File: src/rtl/mips_pkg.sv
// rtl/mips_pkg.sv - shared MIPS datapath constants: immediate extension modes and default widths
package mips_pkg;

   localparam logic [1:0] EXT_SIGN   = 2'b00;
   localparam logic [1:0] EXT_ZERO   = 2'b01;
   localparam logic [1:0] EXT_UPPER  = 2'b10;
   localparam logic [1:0] EXT_BRANCH = 2'b11;

   localparam int NBITS_IN  = 16;
   localparam int NBITS_OUT = 32;

endpackage

File: src/rtl/extensor_signo_core.sv
// rtl/extensor_signo_core.sv - combinational immediate extension by mode
module extensor_signo_core
   import mips_pkg::*;
#(
   parameter int NBITS_IN  = mips_pkg::NBITS_IN,
   parameter int NBITS_OUT = mips_pkg::NBITS_OUT
) (
   input  logic [NBITS_IN-1:0]  signal,
   input  logic [1:0]           extension_mode,
   output logic [NBITS_OUT-1:0] ext_signal
);

   localparam int NBITS_PAD = NBITS_OUT - NBITS_IN;

   logic [NBITS_OUT-1:0] sign_ext;
   logic [NBITS_OUT-1:0] zero_ext;
   logic [NBITS_OUT-1:0] upper_ext;
   logic [NBITS_OUT-1:0] branch_ext;

   assign sign_ext   = {{NBITS_PAD{signal[NBITS_IN-1]}}, signal};
   assign zero_ext   = {{NBITS_PAD{1'b0}}, signal};
   assign upper_ext  = {signal, {NBITS_PAD{1'b0}}};
   // Branch offsets are word counts; the two bits shifted past the MSB are dropped.
   assign branch_ext = {sign_ext[NBITS_OUT-3:0], 2'b00};

   always_comb begin
      ext_signal = sign_ext;
      case (extension_mode)
         EXT_SIGN:   ext_signal = sign_ext;
         EXT_ZERO:   ext_signal = zero_ext;
         EXT_UPPER:  ext_signal = upper_ext;
         EXT_BRANCH: ext_signal = branch_ext;
         default:    ext_signal = sign_ext;
      endcase
   end

endmodule

File: src/rtl/extensor_signo.sv
// rtl/extensor_signo.sv - registered immediate extension stage aligned to the decode pipeline
module extensor_signo
   import mips_pkg::*;
#(
   parameter int NBITS_IN  = mips_pkg::NBITS_IN,
   parameter int NBITS_OUT = mips_pkg::NBITS_OUT
) (
   input  logic                 i_clk,
   input  logic                 i_reset,
   input  logic                 i_valid,
   input  logic [NBITS_IN-1:0]  i_signal,
   input  logic [1:0]           i_extension_mode,
   output logic [NBITS_OUT-1:0] o_ext_signal,
   output logic                 o_valid
);

   logic [NBITS_OUT-1:0] ext_next;

   extensor_signo_core #(
      .NBITS_IN  (NBITS_IN),
      .NBITS_OUT (NBITS_OUT)
   ) u_core (
      .signal         (i_signal),
      .extension_mode (i_extension_mode),
      .ext_signal     (ext_next)
   );

   // Data holds across invalid cycles; only the valid flag drops.
   always_ff @(posedge i_clk) begin
      if (i_reset) begin
         o_ext_signal <= '0;
         o_valid      <= 1'b0;
      end else begin
         o_valid <= i_valid;
         if (i_valid) begin
            o_ext_signal <= ext_next;
         end
      end
   end

endmodule

File: config.mk
export PLATFORM = sky130hd
export DESIGN_NAME = extensor_signo
export DESIGN_NICKNAME = d
export VERILOG_FILES = /design/src/rtl/mips_pkg.sv /design/src/rtl/extensor_signo_core.sv /design/src/rtl/extensor_signo.sv
export SDC_FILE = /design/constraint.sdc
export NUM_CORES = 1
export LEC_CHECK = 0
export BUFFER_PORTS_ARGS = -buffer_cell sky130_fd_sc_hd__clkbuf_2
export CORE_MARGIN = 2
export CORE_UTILIZATION = 30
export CTS_CLUSTER_DIAMETER = 150
export DETAILED_ROUTE_END_ITERATION = 8
export MAX_ROUTING_LAYER = met4
export PLACE_DENSITY_LB_ADDON = 0.12
export SLEW_MARGIN = 0
export SYNTH_ARGS = -nofsm -noshare
export SYNTH_HDL_FRONTEND = slang
export SYNTH_HIERARCHICAL = 1
export SYNTH_SLANG_ARGS = --single-unit
File: constraint.sdc
create_clock -name i_clk -period 1.04 [get_ports i_clk]
set_input_delay 0.052 -clock i_clk [delete_from_list [all_inputs] [get_ports i_clk]]
set_output_delay 0.052 -clock i_clk [all_outputs]
set_load 0.01 [all_outputs]
# Word level (Yosys, flattened, before mapping)

Index checks and enable logic that the tools add are counted.

Mux-type cells: 1
Equality and inequality tests: 3
Reduce and logical (&&, ||, !) cells: 1

Operators by type and width:

| cell               | number |
|---|---|
| $pmux 32 s4        | 1 |
| $eq 2x2->1 const B | 2 |
| $eq 2x1->1 const B | 1 |
| $logic_not 2->1    | 1 |

Register bits: 33
Word-level logic and storage cells: 7
Output and inout port bits: 33
Bits of input ports: 21

# Depth between registers and ports, before layout

Depth after elaboration: 2
Gate-level depth with buffers: 6
Mapped depth without buffers: 4

# By module

Netlist, hierarchy kept.

By module, submodules not included:

| module              | cells each | area an instance (µm²) | times used | seq. area each (µm²) |
|---|---|---|---|---|
| extensor_signo      | 106        | 1,202.4                | 1          | 660.6 |
| extensor_signo_core | 60         | 511.7                  | 1          | 0.0 |

# Worst setup path before layout

No wires, ideal clock.

Path type: input -> register
From: input port i_extension_mode[0]
To: register o_ext_signal[15]
Data arrival time: 0.827 ns
Path buffers: 2
Library setup time: 0.117 ns
Required time: 0.923 ns
Stages on the path: 6
Setup slack: 0.096 ns
Path through: buf_6 and2_4 clkbuf_8 a22o_2 mux2i_1 nor2_1

Word-level cells in the longest chain between the ends: 2
Elaborated cells on any way between the ends: 5
Classes of those cells: eq/ne (3); mux (1); reduce/logical (1)

RTL lines:

| element                                  | RTL line                  | RTL |
|---|---|---|
| start, declared                          | extensor_signo.sv:12      | `input logic [1:0] i_extension_mode,` |
| $eq 2x2->1, or another cell as far along | extensor_signo_core.sv:28 | `case (extension_mode)` |
| $pmux 32 s4 *                            | extensor_signo_core.sv:28 |  |
| named net ext_next[15]                   | extensor_signo.sv:17      | `logic [NBITS_OUT-1:0] ext_next;` |
| end signal, assigned                     | extensor_signo.sv:36      | `o_ext_signal <= ext_next;` |
| end, declared                            | extensor_signo.sv:13      | `output logic [NBITS_OUT-1:0] o_ext_signal,` |

The timed path passes the listed nets; every way through them passes the cells marked *.
A chain may end at the register's enable or synchronous reset.

# Worst setup path after layout

From: register o_ext_signal[11]
To: output port o_ext_signal[11]

No word-level cell between the ends.

==> results.cfg <==
[timing]
finalMaxSlewViolations = 0
finalClockSkew_ns = 0
rsz0062_at_grt = no
setup_viol = 0
min_period_ns = 0.8183
fin_ws_ns = 0.2217
max_freq_mhz = 1222
finalHoldWorstSlack_ns = 0.1757
worstMarginPinSlew_ns = 0.4321
finalHoldViolCount = 0
slew_headroom = 0.7116
fin_tns_setup_ns = 0
fin_crit_sh = 0.7868

[pwr]
power_mw = 2.889
ir_drop_mv = 0.6373
cellPowerDensity_mw_per_mm2 = 1394
p_leak_nw = 1.037

[logic_synthesis]
ys_warn_count = 6
synthTopCellsByArea = dfxtp_1 39%, mux2i_1 27%, nor2_1 6.6%
synth-seq-cells = 33
synth.distinct_cells = 23
synth_top_area_frac = 0.3854
synth_flop_cell = dfxtp_1
yosysTopAreaCell = dfxtp_1
synth_most_common_cell = mux2i_1
syn-cell-area_mm2 = 0.001714
synth_edf_count = 0
synthesis.nets = 187
ys_top_cells_by_count = 47 x mux2i_1, 33 x dfxtp_1, 30 x nor2_1, 11 x a22o_1, 8 x o21ai_0
yosysSeqAreaShare = 0.3854
postSynthAreaPerCell_um2 = 10.33
async_flop_share = 0
syn-instance-count = 166

[drt]
num_vias = 1302
wl_met1_um = 1963
detailedRoute.firstIterationViolations = 79
drtPass1Iterations = 4
viasPerCell = 4.521
drtAntennaViolNets = 0
topRoutingLayerUsed = met4
wirelength_um = 4026
dr_wl_met2_um = 1820
wl_per_cell_um = 13.98
drc_errors = 0
route.met3.wl_um = 203

[final_layout]
final_core_util = 0.3763
nNetsFinal = 237
area_delta_synth_final_pct = 20.88
num-fill-cells = 587
drive_above_1_share = 0.3519
diodes = 0
final_cells = 288
final_area_mm2 = 0.002072

[place]
dp_cells = 281
gp_congestion = 0.7808
placed_area_mm2 = 0.001986
place_hpwl_um = 3077
dp_slack_ns = 0.01508
io_buffers = 53

[global_route]
grt_usage = 0.1342
grt_pass1_wl_um = 6375
grt_pass1_vias = 1269
grt_max_degree = 34
antenna_found_initial = 0
grt_overflow_total = 0

[floorplan]
rows = 27
start_util = 0.3113
die_w_um = 79.59
die-area_mm2 = 0.006335
io_pins = 54
die_y_um = 79.59
core_area_mm2 = 0.005507

[clock_network]
clock-sinks = 33
clk_pin_slew_ns = 0.07
clk_latency_ns = 0.27
cts-root-buf = clkbuf_8
cts-buffers-inserted = 5
cts_hold_buffers = 0
clk_path_buf_depth = 2
cts_resized = 0
post_cts_buffers = 0
h-tree-depth = 2
cts_tree = yes

[critical_path]
cpMaxStageDelayCell = dfxtp_1
path_buf_inv = 1
cp_top_family = flip-flops
crit_path_max_incr_delay_ns = 0.35
cp-end-kind = output pin
cp.arrival_ns = 0.77
critPathLaunchType = register
cp_max_fo = 2
worstPathRequired_ns = 0.99
crit_chain = clkbuf_2
critPathKind = reg -> out

[outcome]
status = finished clean

[min_path]
holdCritPathClass = in -> reg

[job]
maxCapViolCount = 0
cell usage in the layout, fill, tap and decap left out:
cell,n
a22o_2,3
clkbuf_8,6
nor2_2,2
a21boi_0,1
o21ai_0,8
nor2b_1,1
and2_4,1
inv_1,1
a22o_1,11
nand3_4,1
dfxtp_1,33
nor2_1,30
and2b_2,2
o21ai_1,6
clkbuf_1,1
clkbuf_2,53
nand3_1,1
mux2i_1,47
buf_12,4
buf_4,3
o21ai_2,1
where the power goes:
group / leakage, nW / switching (mW) / internal, mW
registers: 0.271 / 0.0358 / 1.34
clock network: 0.0443 / 0.435 / 0.525
logic: 0.722 / 0.293 / 0.264
total: 1.04 / 0.764 / 2.13
area by class of cell:
cell class | count | area [um2] | area share
clock buffer | 7 | 86.33 | 0.04167
sequential | 33 | 660.6 | 0.3188
timing repair buffer | 60 | 367.9 | 0.1775
tap | 72 | 90.09 | 0.04348
inverter | 1 | 3.754 | 0.001812
multi-input combinational | 115 | 863.3 | 0.4167
per-layer routing:
metal | GRT usage | up-vias
li1 | - | 675
met4 | 0.04310 | 0
met5 | - | -
met1 | 0.1787 | 591
met2 | 0.1966 | 32
met3 | 0.03733 | 4
path summary, 6_finish.rpt:
kind	slack, ns	depth (start not counted)	start	to
hold reg to reg	0.49	2	o_ext_signal[0]	o_ext_signal[0]
hold / removal	0.18	3	i_reset	o_ext_signal[3]
setup / recovery	0.22	1	o_ext_signal[11]	o_ext_signal[11]
setup reg to reg	0.43	2	o_ext_signal[3]	o_ext_signal[3]
registers in the layout, summed over array words and instances (netlist names):
name	flops
o_valid	1
o_ext_signal	32
worst reg2reg max path: cells and delay by family (launching register included):
family / cells / cell delay [ns]
mux: 1 / 0.16
simple gates: 1 / 0.04
flops: 1 / 0.31
kinds of logic after synthesis:
| logic type | count (synthesis) | synth area share |
|---|---|---|
| simple gates | 38 | 0.1051 |
| mux | 47 | 0.2745 |
| compound gates | 30 | 0.1241 |
| buf+inv | 18 | 0.1109 |
| flops | 33 | 0.3854 |
Power figures use the tool's default switching activity.
